[src/rtl/bkram_pkg.sv]
// Shared types and constants for the backup-RAM save/load sequencer.
package bkram_pkg;

   typedef enum logic [1:0] {
      IDLE,
      ISSUE,
      WAIT_ACK,
      WAIT_END
   } state_t;

   typedef enum logic {
      OP_LOAD,
      OP_SAVE
   } op_t;

   localparam int unsigned SECTOR_BYTES = 512;

endpackage

[src/rtl/bkram_edge.sv]
// Rise/fall detector against a registered copy of the input. The first cycle
// after reset only primes the copy, so a level already high is not an edge.
module bkram_edge (
   input  logic clk_sys,
   input  logic reset,
   input  logic i_d,
   output logic o_rise,
   output logic o_fall
);

   logic r_prev;
   logic r_valid;

   always_ff @(posedge clk_sys) begin
      if (reset) begin
         r_prev  <= 1'b0;
         r_valid <= 1'b0;
      end else begin
         r_prev  <= i_d;
         r_valid <= 1'b1;
      end
   end

   assign o_rise = r_valid &  i_d & ~r_prev;
   assign o_fall = r_valid & ~i_d &  r_prev;

endmodule

[src/rtl/bkram_seq.sv]
// Save-slot backup-RAM sequencer: streams one slot of 512-byte sectors to or
// from the host. Optional idle-dirty autosave is enabled by BKRAM_AUTOSAVE_EN.
module bkram_seq
   import bkram_pkg::*;
#(
   parameter int unsigned SLOT_BITS       = 2,
   parameter int unsigned SECTOR_BITS     = 7,
   parameter logic [23:0] AUTOSAVE_CYCLES = 24'd10_000_000
) (
   input  logic                 clk_sys,
   input  logic                 reset,
   input  logic                 bk_ena,
   input  logic [SLOT_BITS-1:0] slot,
   input  logic                 load_req,
   input  logic                 save_req,
   input  logic                 bram_wr,
   input  logic                 sd_ack,
   output logic [31:0]          sd_lba,
   output logic                 sd_rd,
   output logic                 sd_wr,
   output logic                 bk_loading,
   output logic                 bk_busy,
   output logic                 bk_dirty,
   output logic                 bk_done
);

   state_t                 r_state;
   op_t                    r_op;
   logic [SLOT_BITS-1:0]   r_slot;
   logic [SECTOR_BITS-1:0] r_sector;
   logic [31:0]            r_lba;
   logic                   r_rd;
   logic                   r_wr;
   logic                   r_loading;
   logic                   r_dirty;
   logic                   r_done;

   logic                   w_load_rise;
   logic                   w_save_rise;
   logic                   w_ack_rise;
   logic                   w_ack_fall;
   logic                   w_as_fire;
   logic                   w_start_load;
   logic                   w_start_save;
   logic                   w_last;
   logic                   w_load_done;
   logic [SECTOR_BITS-1:0] w_sector_inc;
   logic [31:0]            w_lba_start;
   logic [31:0]            w_lba_next;

   bkram_edge u_edge_load (
      .clk_sys (clk_sys),
      .reset   (reset),
      .i_d     (load_req),
      .o_rise  (w_load_rise),
      .o_fall  ()
   );

   bkram_edge u_edge_save (
      .clk_sys (clk_sys),
      .reset   (reset),
      .i_d     (save_req),
      .o_rise  (w_save_rise),
      .o_fall  ()
   );

   bkram_edge u_edge_ack (
      .clk_sys (clk_sys),
      .reset   (reset),
      .i_d     (sd_ack),
      .o_rise  (w_ack_rise),
      .o_fall  (w_ack_fall)
   );

   // Load wins over a simultaneous save edge or autosave; losers are dropped.
   assign w_start_load = (r_state == IDLE) & bk_ena & w_load_rise;
   assign w_start_save = (r_state == IDLE) & bk_ena & ~w_load_rise & (w_save_rise | w_as_fire);

   assign w_last       = &r_sector;
   assign w_load_done  = (r_state == WAIT_END) & w_ack_fall & w_last & (r_op == OP_LOAD);
   assign w_sector_inc = r_sector + 1'b1;
   assign w_lba_start  = 32'({slot, {SECTOR_BITS{1'b0}}});
   assign w_lba_next   = 32'({r_slot, w_sector_inc});

`ifdef BKRAM_AUTOSAVE_EN
   logic [23:0] r_as_cnt;
   logic        w_as_count;

   assign w_as_count = r_dirty & bk_ena & (r_state == IDLE) & ~bram_wr;
   assign w_as_fire  = w_as_count & (r_as_cnt == AUTOSAVE_CYCLES - 24'd1);

   always_ff @(posedge clk_sys) begin
      if (reset || bram_wr || w_start_load || w_start_save) begin
         r_as_cnt <= 24'd0;
      end else if (w_as_count) begin
         r_as_cnt <= r_as_cnt + 24'd1;
      end
   end
`else
   assign w_as_fire = 1'b0;
`endif

   always_ff @(posedge clk_sys) begin
      if (reset) begin
         r_state   <= IDLE;
         r_op      <= OP_LOAD;
         r_slot    <= '0;
         r_sector  <= '0;
         r_lba     <= 32'd0;
         r_rd      <= 1'b0;
         r_wr      <= 1'b0;
         r_loading <= 1'b0;
         r_dirty   <= 1'b0;
         r_done    <= 1'b0;
      end else begin
         r_done <= 1'b0;
         // bk_loading stays up through the bk_done cycle itself
         if (r_done) begin
            r_loading <= 1'b0;
         end

         if (w_start_save || w_load_done) begin
            r_dirty <= bram_wr;
         end else if (bram_wr && !r_loading) begin
            r_dirty <= 1'b1;
         end

         case (r_state)
            IDLE: begin
               if (w_start_load || w_start_save) begin
                  r_slot    <= slot;
                  r_op      <= w_start_load ? OP_LOAD : OP_SAVE;
                  r_sector  <= '0;
                  r_lba     <= w_lba_start;
                  r_loading <= w_start_load;
                  r_state   <= ISSUE;
               end
            end
            ISSUE: begin
               r_rd    <= (r_op == OP_LOAD);
               r_wr    <= (r_op == OP_SAVE);
               r_state <= WAIT_ACK;
            end
            WAIT_ACK: begin
               if (w_ack_rise) begin
                  r_rd    <= 1'b0;
                  r_wr    <= 1'b0;
                  r_state <= WAIT_END;
               end
            end
            WAIT_END: begin
               if (w_ack_fall) begin
                  if (w_last) begin
                     r_done  <= 1'b1;
                     r_state <= IDLE;
                  end else begin
                     r_sector <= w_sector_inc;
                     r_lba    <= w_lba_next;
                     r_state  <= ISSUE;
                  end
               end
            end
            default: r_state <= IDLE;
         endcase
      end
   end

   assign sd_lba     = r_lba;
   assign sd_rd      = r_rd;
   assign sd_wr      = r_wr;
   assign bk_loading = r_loading;
   assign bk_busy    = (r_state != IDLE);
   assign bk_dirty   = r_dirty;
   assign bk_done    = r_done;

endmodule

[config.mk]
export PLATFORM = sky130hd
export DESIGN_NAME = bkram_seq
export DESIGN_NICKNAME = d
export VERILOG_FILES = /design/src/rtl/bkram_pkg.sv /design/src/rtl/bkram_edge.sv /design/src/rtl/bkram_seq.sv
export SDC_FILE = /design/constraint.sdc
export NUM_CORES = 1
export LEC_CHECK = 0
export BUFFER_PORTS_ARGS = -buffer_cell sky130_fd_sc_hd__clkbuf_2
export CORE_UTILIZATION = 42
export CTS_CLUSTER_DIAMETER = 50
export CTS_CLUSTER_SIZE = 24
export DETAILED_ROUTE_END_ITERATION = 8
export PLACE_DENSITY_LB_ADDON = 0.3
export SETUP_SLACK_MARGIN = 0.4
export SYNTH_ARGS = -nofsm -noshare
export SYNTH_HDL_FRONTEND = slang
export SYNTH_SLANG_ARGS = --single-unit
[constraint.sdc]
create_clock -name clk_sys -period 3 [get_ports clk_sys]
set_input_delay 0.15 -clock clk_sys [delete_from_list [all_inputs] [get_ports clk_sys]]
set_output_delay 0.15 -clock clk_sys [all_outputs]
set_load 0.02 [all_outputs]
After elaboration in Yosys (flattened, before gate mapping). Cells that the tools add are included.

Bits in registers: 53. Bits in latches: 0. Bits in writable memories: 0. Memory bits (read-only): 0. Input bits: 9. Output and inout port bits: 38. Logic and storage cells: 84. Memories: 0.

Add/sub/neg operators: 1. Multipliers: 0. Div/mod/pow operators: 0. Order comparisons: 0. Equality and inequality tests: 7. Shifts and indexed selects: 0. Muxes and demuxes: 24. Bitwise logic cells: 23. Reduce and logical (&&, ||, !) cells: 15.

Operators by type and width (number): $mux 32 (3); $pmux 32 s2 (1); $mux 7 (3); $and 1x1->1 (15); $pmux 7 s2 (1); $mux 1 (10); $not 1->1 (8); $pmux 2 s4 (1); $reduce_bool 2->1 (4); $add 7x1->7 const B (1); $reduce_and 7->1 (1); $mux 2 (3); $eq 2x2->1 const B (2); $ne 2x1->1 const B (2); $ne 2x2->1 const B (2); $pmux 1 s2 (2); $reduce_and 2->1 (2); $reduce_and 4->1 (1); $reduce_and 3->1 (1); $reduce_or 3->1 (1); $eq 2x1->1 const B (1); $logic_not 2->1 (1); $logic_or 1x1->1 (2); $logic_and 1x1->1 (1); $logic_not 1->1 (1).

Logic depth before layout (Yosys ltp). Gate-level depths: netlist of the first run.

Word-level depth: 8. Mapped depth: 8. Depth with buffers taken out: 7.

By module. From an unflattened synthesis of the first run, not the netlist that was laid out.

Cell total of the unflattened synthesis: 153. Area, all modules: 1422.6 um^2.

Modules (own cells, without submodules): bkram_seq (instances 1, cells an instance 135, area each 1219.9 um^2, sequential area each 380.4 um^2); bkram_edge (instances 3, cells an instance 6, area each 67.6 um^2, sequential area each 40.0 um^2).

Worst setup path before layout of the first run. OpenSTA, ideal clock, no wires.

Path type: register to register. Start: reg r_state[0]. End: reg r_sector[5]. Setup time: 71 ps. Arrival: 1688 ps. Data required time: 2929 ps. Setup slack: 1241 ps. Stages on the path, launching flop included: 9. Buffers on the path: 1. Period minus slack after synthesis: 1759 ps. Cell sequence: dfxtp_1 inv_1 ha_1 nand3_2 a21o_1 buf_6 a2111oi_2 o21ai_1 a21oi_1.

Longest elaborated chain between the ends: 7. Elaborated cells between the ends (all ways): 13. Those cells by class: 4 x eq/ne; 1 x mux; 4 x bitwise; 4 x reduce/logical.

RTL lines: start: declaration (line bkram_seq.sv:27) `state_t r_state;`; start signal: assignment (line bkram_seq.sv:105) `r_state <= IDLE;`; start signal: assignment (line bkram_seq.sv:136) `r_state <= ISSUE;`; start signal: assignment (line bkram_seq.sv:142) `r_state <= WAIT_ACK;`; $logic_not 2->1 (line bkram_seq.sv:76, bkram_seq.sv:77, bkram_seq.sv:128); $and 1x1->1 (line bkram_seq.sv:76, bkram_seq.sv:77); $and 1x1->1 (2 in a row) (line bkram_seq.sv:77) `assign w_start_save = (r_state == IDLE) & bk_ena & ~w_load_rise & (w_save_rise | w_as_fire);`; $logic_or 1x1->1 (line bkram_seq.sv:130) `if (w_start_load || w_start_save) begin`; $ne 2x1->1 (no source line); $reduce_and 4->1 (no source line); end signal: assignment (line bkram_seq.sv:157) `r_sector <= w_sector_inc;`; end: declaration (line bkram_seq.sv:30) `logic [SECTOR_BITS-1:0] r_sector;`.

Several ways; a longest one is shown, not always the timed one. A chain may end at the register's enable or synchronous reset.

Worst setup path after layout of the first run.
Start: reg r_state[0]. End: reg r_lba[7] (netlist: sd_lba[7]).

Longest elaborated chain between the ends: 7. Elaborated cells between the ends (all ways): 13. Those cells by class: 4 x eq/ne; 1 x mux; 4 x bitwise; 4 x reduce/logical.

RTL lines: $logic_not 2->1 (line bkram_seq.sv:76, bkram_seq.sv:77, bkram_seq.sv:128); $and 1x1->1 (line bkram_seq.sv:76, bkram_seq.sv:77); $and 1x1->1 (2 in a row) (line bkram_seq.sv:77); $logic_or 1x1->1 (line bkram_seq.sv:130); $ne 2x1->1 (no source line); $reduce_and 4->1 (no source line); end signal: assignment (line bkram_seq.sv:134) `r_lba <= w_lba_start;`; end signal: assignment (line bkram_seq.sv:158) `r_lba <= w_lba_next;`; end: declaration (line bkram_seq.sv:31) `logic [31:0] r_lba;`.

Several ways; a longest one is shown, not always the timed one.

==> impl_metrics.env, run 1 <==
export IMPL_leakagePower_uw=0.000602
export IMPL_ctsResizeCount=0
export IMPL_finalMaxSlewViolations=0
export IMPL_routed_via_density=4.79
export IMPL_crit_path_start_kind="flop"
export IMPL_fmax_mhz=472
export IMPL_synth_async_sr_flop_share=0
export IMPL_path_class="reg2reg"
export IMPL_cts_tree="done"
export IMPL_row_count=20
export IMPL_synthFlopType="dfxtp_1"
export IMPL_grt_pass1_vias=988
export IMPL_synth_compound_area_frac=0.196
export IMPL_grt_usage=0.162
export IMPL_max_cap_violations=0
export IMPL_chipHeight_microns=58.2
export IMPL_drive_gt1_frac=0.181
export IMPL_antenna_cells=0
export IMPL_p_per_area_nw_per_um2=552
export IMPL_cp_slowest_stage_delay_ps=400
export IMPL_worstMarginPinSlew_ps=586
export IMPL_hold_end="u_edge_load.r_prev"
export IMPL_path_buf_inv=1
export IMPL_end_kind="flop"
export IMPL_routed_wl_microns=2450
export IMPL_cp_cell_sequence="inv_1, ha_1, nand3_2, a21o_1, a22oi_2, nor2_1, a211oi_1"
export IMPL_drtPass1Iterations=4
export IMPL_synth_xor_area_share=0
export IMPL_grt_max_degree=23
export IMPL_wl_per_cell_microns=11.1
export IMPL_io_buffer_count=23
export IMPL_synthCells=155
export IMPL_cts_buffers=3
export IMPL_ff2ff_path_depth=7
export IMPL_synthesis_area_sq_um=1330
export IMPL_remaining_drc_errors=0
export IMPL_syn_area_per_cell_sq_um=8.56
export IMPL_antenna_found_initial=0
export IMPL_first_iter_violations=22
export IMPL_ant_nets=0
export IMPL_whs_path_depth=2
export IMPL_hpwl_microns=1840
export IMPL_routabilityCongestion=0.865
export IMPL_rrSetupSlack_ps=880
export IMPL_numClockSinks=23
export IMPL_hold_violations=0
export IMPL_clk_pin_slew_worst_paths_ps=130
export IMPL_synth_simple_gate_area_frac=0.189
export IMPL_nets=193
export IMPL_yosys_top_cells_count="buf_4 (23), dfxtp_1 (23), nor2_1 (15)"
export IMPL_post_dp_cell_area_sq_um=1380
export IMPL_period_needed_ps=2120
export IMPL_synth_edf_count=0
export IMPL_clk_path_buf_depth=2
export IMPL_regToRegEndpoint="sd_lba[7]"
export IMPL_synth_distinct_cells=43
export IMPL_design_portCount=47
export IMPL_rsz0062_at_grt="false"
export IMPL_htreeDepth=1
export IMPL_yosysTopAreaCell="dfxtp_1"
export IMPL_fin_skew_ps=4.14
export IMPL_postCtsHoldBufs=0
export IMPL_timing_final_crit_share=0.706
export IMPL_die_area_sq_um=3390
export IMPL_muxShareOfSynthArea=0.0377
export IMPL_netlist_top_cells_area="dfxtp_1 (35%), buf_4 (13%), ha_1 (5.7%)"
export IMPL_hold_class="in2reg"
export IMPL_maxSlewHeadroom=0.609
export IMPL_postCtsSetupBuffers=0
export IMPL_core_area_sq_um=3030
export IMPL_yosysSeqAreaShare=0.347
export IMPL_start_util=0.438
export IMPL_setup_viol=0
export IMPL_synth_top_area_frac=0.347
export IMPL_finalSetupTns_ps=0
export IMPL_cp_max_fo=12
export IMPL_grt_overflow=0
export IMPL_synth_top_family_by_area="compound AO/OA/AOI/OAI gates"
export IMPL_crit_slowest_cell="a22oi_2"
export IMPL_hp_start="load_req"
export IMPL_cp_top_family="compound AO/OA/AOI/OAI gates"
export IMPL_clockRootBuffer="clkbuf_4"
export IMPL_die_w_microns=58.2
export IMPL_required_ps=3220
export IMPL_vias=1058
export IMPL_grt_pass1_wl_microns=4240
export IMPL_stdcell_area_sq_um=1410
export IMPL_ys_warn_count=0
export IMPL_r2r_start="r_state[0]"
export IMPL_synth_seq_cells=23
export IMPL_synthAdderAreaFrac=0.0566
export IMPL_outcome="finished, final reports clean"
export IMPL_crit_arrival_ps=2340
export IMPL_clkLatencyLatePin_ps=310
export IMPL_syn2layout_area_growth_pct=6.22
export IMPL_ir_worst_vdd_uv=271
==> final cells by class <==
cell class | count | area [sq um]
Multi-Input combinational cell | 119 | 723
Fill cell | 307 | 1620
Timing Repair Buffer | 23 | 115
Sequential cell | 23 | 460
Tap cell | 44 | 55.1
Clock buffer | 4 | 26.3
Inverter | 8 | 30.0
==> state kept, by name, summed over array words and instances (netlist names) <==
signal,count
bk_dirty,1
bk_done,1
bk_loading,1
r_op,1
r_sector,6
r_slot,2
r_state,2
sd_lba,3
sd_rd,1
sd_wr,1
u_edge_ack.r_prev,1
u_edge_load.r_prev,1
u_edge_load.r_valid,1
u_edge_save.r_prev,1
==> metrics by stage <==
step	std cells	power (uW)	setup slack, ps	utilization	hold WS [ps]
detailed placement	217	641	902	0.457	388
floorplan	177	605	1240	-	236
CTS	221	783	858	0.466	56.3
global route	221	836	678	0.466	57.0
global placement	217	633	966	0.457	383
finish	221	779	881	0.466	60.1
==> kinds of logic (layout without fill, tap and decap cells) <==
| family | after synthesis | count (layout) |
|---|---|---|
| AO/OA/AOI/OAI | 35 | 35 |
| adder cells (fa/ha/maj) | 6 | 6 |
| buffers and inverters | 35 | 35 |
| flip-flops | 23 | 23 |
| multiplexers | 5 | 5 |
| other | 1 | 23 |
| AND/OR/NAND/NOR | 50 | 50 |
==> worst register-to-register path, cell delays in order (launching register included) <==
cell,delay [ps]
dfxtp_1,350
inv_1,140
ha_1,360
nand3_2,130
a21o_1,340
a22oi_2,410
nor2_1,70
a211oi_1,230
==> worst max path at each step <==
stage / start / endpoint / slack (ps) / depth (start not counted)
2_1_floorplan: r_state[0] / r_sector[5] / 1240 / 8
3_3_place_gp: r_state[0] / r_sector[1] / 970 / 7
3_5_place_dp: r_state[0] / sd_lba[7] / 900 / 7
4_1_cts: r_state[0] / sd_lba[7] / 860 / 7
5_1_grt: r_state[0] / sd_lba[7] / 680 / 7
6_report: r_state[0] / sd_lba[7] / 880 / 7
==> cells in the final DEF (no fill, tap or decap), types with 5 or more instances in the layout <==
cell and instances:
a211oi_1 5, ha_1 6, o21ai_0 5, mux2i_1 5, conb_1 23, a21oi_1 6
nand2_1 13, nor2_1 15, clkbuf_2 23, inv_1 8, dfxtp_1 23
==> power by group <==
| part | switching, uW | total [uW] | internal [uW] | leakage, uW |
|---|---|---|---|---|
| Combinational | 180 | 276 | 96.5 | 0.000399 |
| Sequential | 22.1 | 358 | 336 | 0.000188 |
| Clock | 93.1 | 145 | 51.9 | 0.0000150 |
==> routing by layer <==
layer,track usage,vias up,routed length [microns]
met5,0,-,0
met4,0.0850,0,34
met3,0.0179,4,85
met2,0.259,31,1170
met1,0.213,486,1160
li1,-,537,-
(Power assumes the default switching activity.)
==> inputs of run 2 (changes only) <==
- ABC_AREA: unset -> 1
- clock period: 3 -> 1.8 ns (I/O delays scaled with it)
==> impl_metrics.env, run 2 <==
export IMPL_outcome="finished, final reports clean"
export IMPL_clock_power_share=0.115
export IMPL_grt_pass1_vias=1080
export IMPL_drtPass1Iterations=4
export IMPL_period_needed_ps=1410
export IMPL_syn2layout_area_growth_pct=28.7
export IMPL_yosysTopAreaCell="dfxtp_1"
export IMPL_p_per_area_nw_per_um2=1180
export IMPL_antenna_found_initial=0
export IMPL_grt_overflow=0
export IMPL_cp_depth=10
export IMPL_r2r_start="r_state[0]"
export IMPL_routed_wl_microns=3010
export IMPL_synthesis_area_sq_um=1350
export IMPL_cp_slowest_stage_delay_ps=410
export IMPL_cp_top_family="simple AND/OR/NAND/NOR gates"
export IMPL_synthFlopType="dfxtp_1"
export IMPL_core_area_sq_um=3050
export IMPL_synth_top_area_frac=0.342
export IMPL_crit_path_start_kind="flop"
export IMPL_cp_cell_sequence="inv_4, ha_4, nand2_4, inv_4, nand3_4, nand3_4, nand2_2, inv_2, nand2_1, a21oi_2"
export IMPL_layout_commonest_cell="nand2_1"
export IMPL_grt_usage=0.179
export IMPL_netlist_top_cells_area="dfxtp_1 (34%), buf_4 (14%), nand2_1 (8.9%)"
export IMPL_nets=241
export IMPL_start_util=0.441
export IMPL_synth_seq_cells=23
export IMPL_clk_path_buf_depth=2
export IMPL_post_dp_cell_area_sq_um=1440
export IMPL_cts_buffers=3
export IMPL_routed_via_density=4.74
export IMPL_required_ps=1990
export IMPL_pwr_share_comb=0.564
export IMPL_wl_per_cell_microns=11.2
export IMPL_die_area_sq_um=3430
export IMPL_setup_viol=0
export IMPL_synth_distinct_cells=22
export IMPL_chipHeight_microns=58.6
export IMPL_rsz0062_at_grt="true"
export IMPL_antenna_cells=0
export IMPL_cp_max_fo=7
export IMPL_timing_final_crit_share=0.781
export IMPL_remaining_drc_errors=0
export IMPL_row_count=20
export IMPL_synth_edf_count=0
export IMPL_yosys_cell_count_top_type="nand2_1"
export IMPL_endpoint="r_state[0]"
export IMPL_regMostFlops="r_sector"
export IMPL_hpwl_microns=1930
export IMPL_yosys_top_cells_count="nand2_1 (32), buf_4 (25), dfxtp_1 (23), inv_1 (23), a21oi_1 (16)"
export IMPL_htreeDepth=1
export IMPL_numClockSinks=23
export IMPL_hold_class="in2reg"
export IMPL_final_cell_mix="nand2_1 (28), conb_1 (23), clkbuf_2 (22)"
export IMPL_ir_worst_vdd_uv=543
export IMPL_cts_tree="done"
export IMPL_syn_area_per_cell_sq_um=7.27
export IMPL_die_w_microns=58.6
export IMPL_path_class="reg2reg"
export IMPL_stdcell_area_sq_um=1730
export IMPL_finalSetupTns_ps=0
export IMPL_leakagePower_uw=0.000770
export IMPL_design_portCount=47
export IMPL_regToRegEndpoint="r_state[0]"
export IMPL_internal_power_uw=1140
export IMPL_hold_violations=0
export IMPL_finalMaxSlewViolations=0
export IMPL_io_buffer_count=23
export IMPL_largest_reg_flops=6
export IMPL_clkLatencyLatePin_ps=300
export IMPL_crit_arrival_ps=1600
export IMPL_clk_pin_slew_worst_paths_ps=120
export IMPL_ff2ff_path_depth=10
export IMPL_max_cap_violations=0
export IMPL_fmax_mhz=712
export IMPL_ant_nets=0
export IMPL_vias=1276
export IMPL_routabilityCongestion=0.803
export IMPL_path_buf_inv=3
export IMPL_fin_skew_ps=2.67
export IMPL_power_net_switching_uw=910
export IMPL_first_iter_violations=71
export IMPL_rrSetupSlack_ps=390
export IMPL_startpoint="r_state[0]"
export IMPL_p_sw_frac=0.444
export IMPL_yosysSeqAreaShare=0.342
export IMPL_seq_power_share=0.321
export IMPL_end_kind="flop"
export IMPL_grt_max_degree=18
export IMPL_crit_slowest_cell="dfxtp_4"
export IMPL_drive_gt1_frac=0.311
export IMPL_synthCells=185
export IMPL_clockRootBuffer="clkbuf_4"
export IMPL_ys_warn_count=0
export IMPL_grt_pass1_wl_microns=4770
export IMPL_synth_async_sr_flop_share=0
run 2: worst min-delay path by stage:
stage | to | start | depth (start not counted)
after floorplan | u_edge_save.r_prev | save_req | 2
after global placement | u_edge_save.r_prev | save_req | 3
after detailed placement | u_edge_save.r_prev | save_req | 3
after CTS | bk_dirty | bram_wr | 3
after global routing | r_slot[0] | slot[0] | 3
final | r_slot[1] | slot[1] | 3
run 2: metal layers:
layer / up-vias / routed length, microns / track usage
met3: 4 / 177 / 0.0264
met5: - / 0 / 0
met2: 51 / 1410 / 0.279
li1: 639 / - / -
met1: 582 / 1400 / 0.261
met4: 0 / 25 / 0.0408
run 2: repair_timing:
item                                   4_1_cts  5_1_grt
pin swaps                                    8        5
setup endpoints to repair                   16       15
hold buffers                                 3        1
endpoints found under the hold margin        3        1
resized for setup                           25       11
cloned                                       1        1
buffers inserted                             7        4
run 2: tightest hold or removal path, delay by kind of cell:
kind | cells | cell delay [ps]
compound gates | 1 | 60
buf+inv | 2 | 140
run 2: cell families (layout without fill, tap and decap cells):
group	Yosys count	count (layout)	synth area share
DFF	23	23	0.342
other	1	23	0.00279
and+or+nand+nor	79	81	0.288
AOI/OAI and AO/OA	27	27	0.104
buffers and inverters	49	65	0.207
adders and majority gates	6	6	0.0558
run 2: layout make-up:
class	instances	area (sq um)
clock buffer	4	26.3
inverter	23	93.8
tap	44	55.1
sequential	23	478
multi-input combinational	137	826
timing repair buffer	38	251
fill	307	1320
run 2: power groups by stage:
| stage | sequential [uW] | clock [uW] | combinational, uW |
|---|---|---|---|
| after floorplan | 689 | 0 | 608 |
| after detailed placement | 649 | 0 | 787 |
| after global placement | 648 | 0 | 791 |
| after global routing | 670 | 274 | 1250 |
| final | 658 | 237 | 1160 |
| after CTS | 656 | 245 | 1020 |
run 2: through the flow:
step / util / cells / setup WS, ps / hold WS, ps / total power (uW)
3_5_place_dp: 0.473 / 248 / 120 / 304 / 1440
3_3_place_gp: 0.473 / 248 / 104 / 302 / 1440
5_1_grt: 0.567 / 269 / 324 / 15.1 / 2200
2_1_floorplan: - / 207 / 405 / 197 / 1300
6_report: 0.567 / 269 / 395 / 26.8 / 2050
4_1_cts: 0.541 / 263 / 396 / 1.50 / 1920
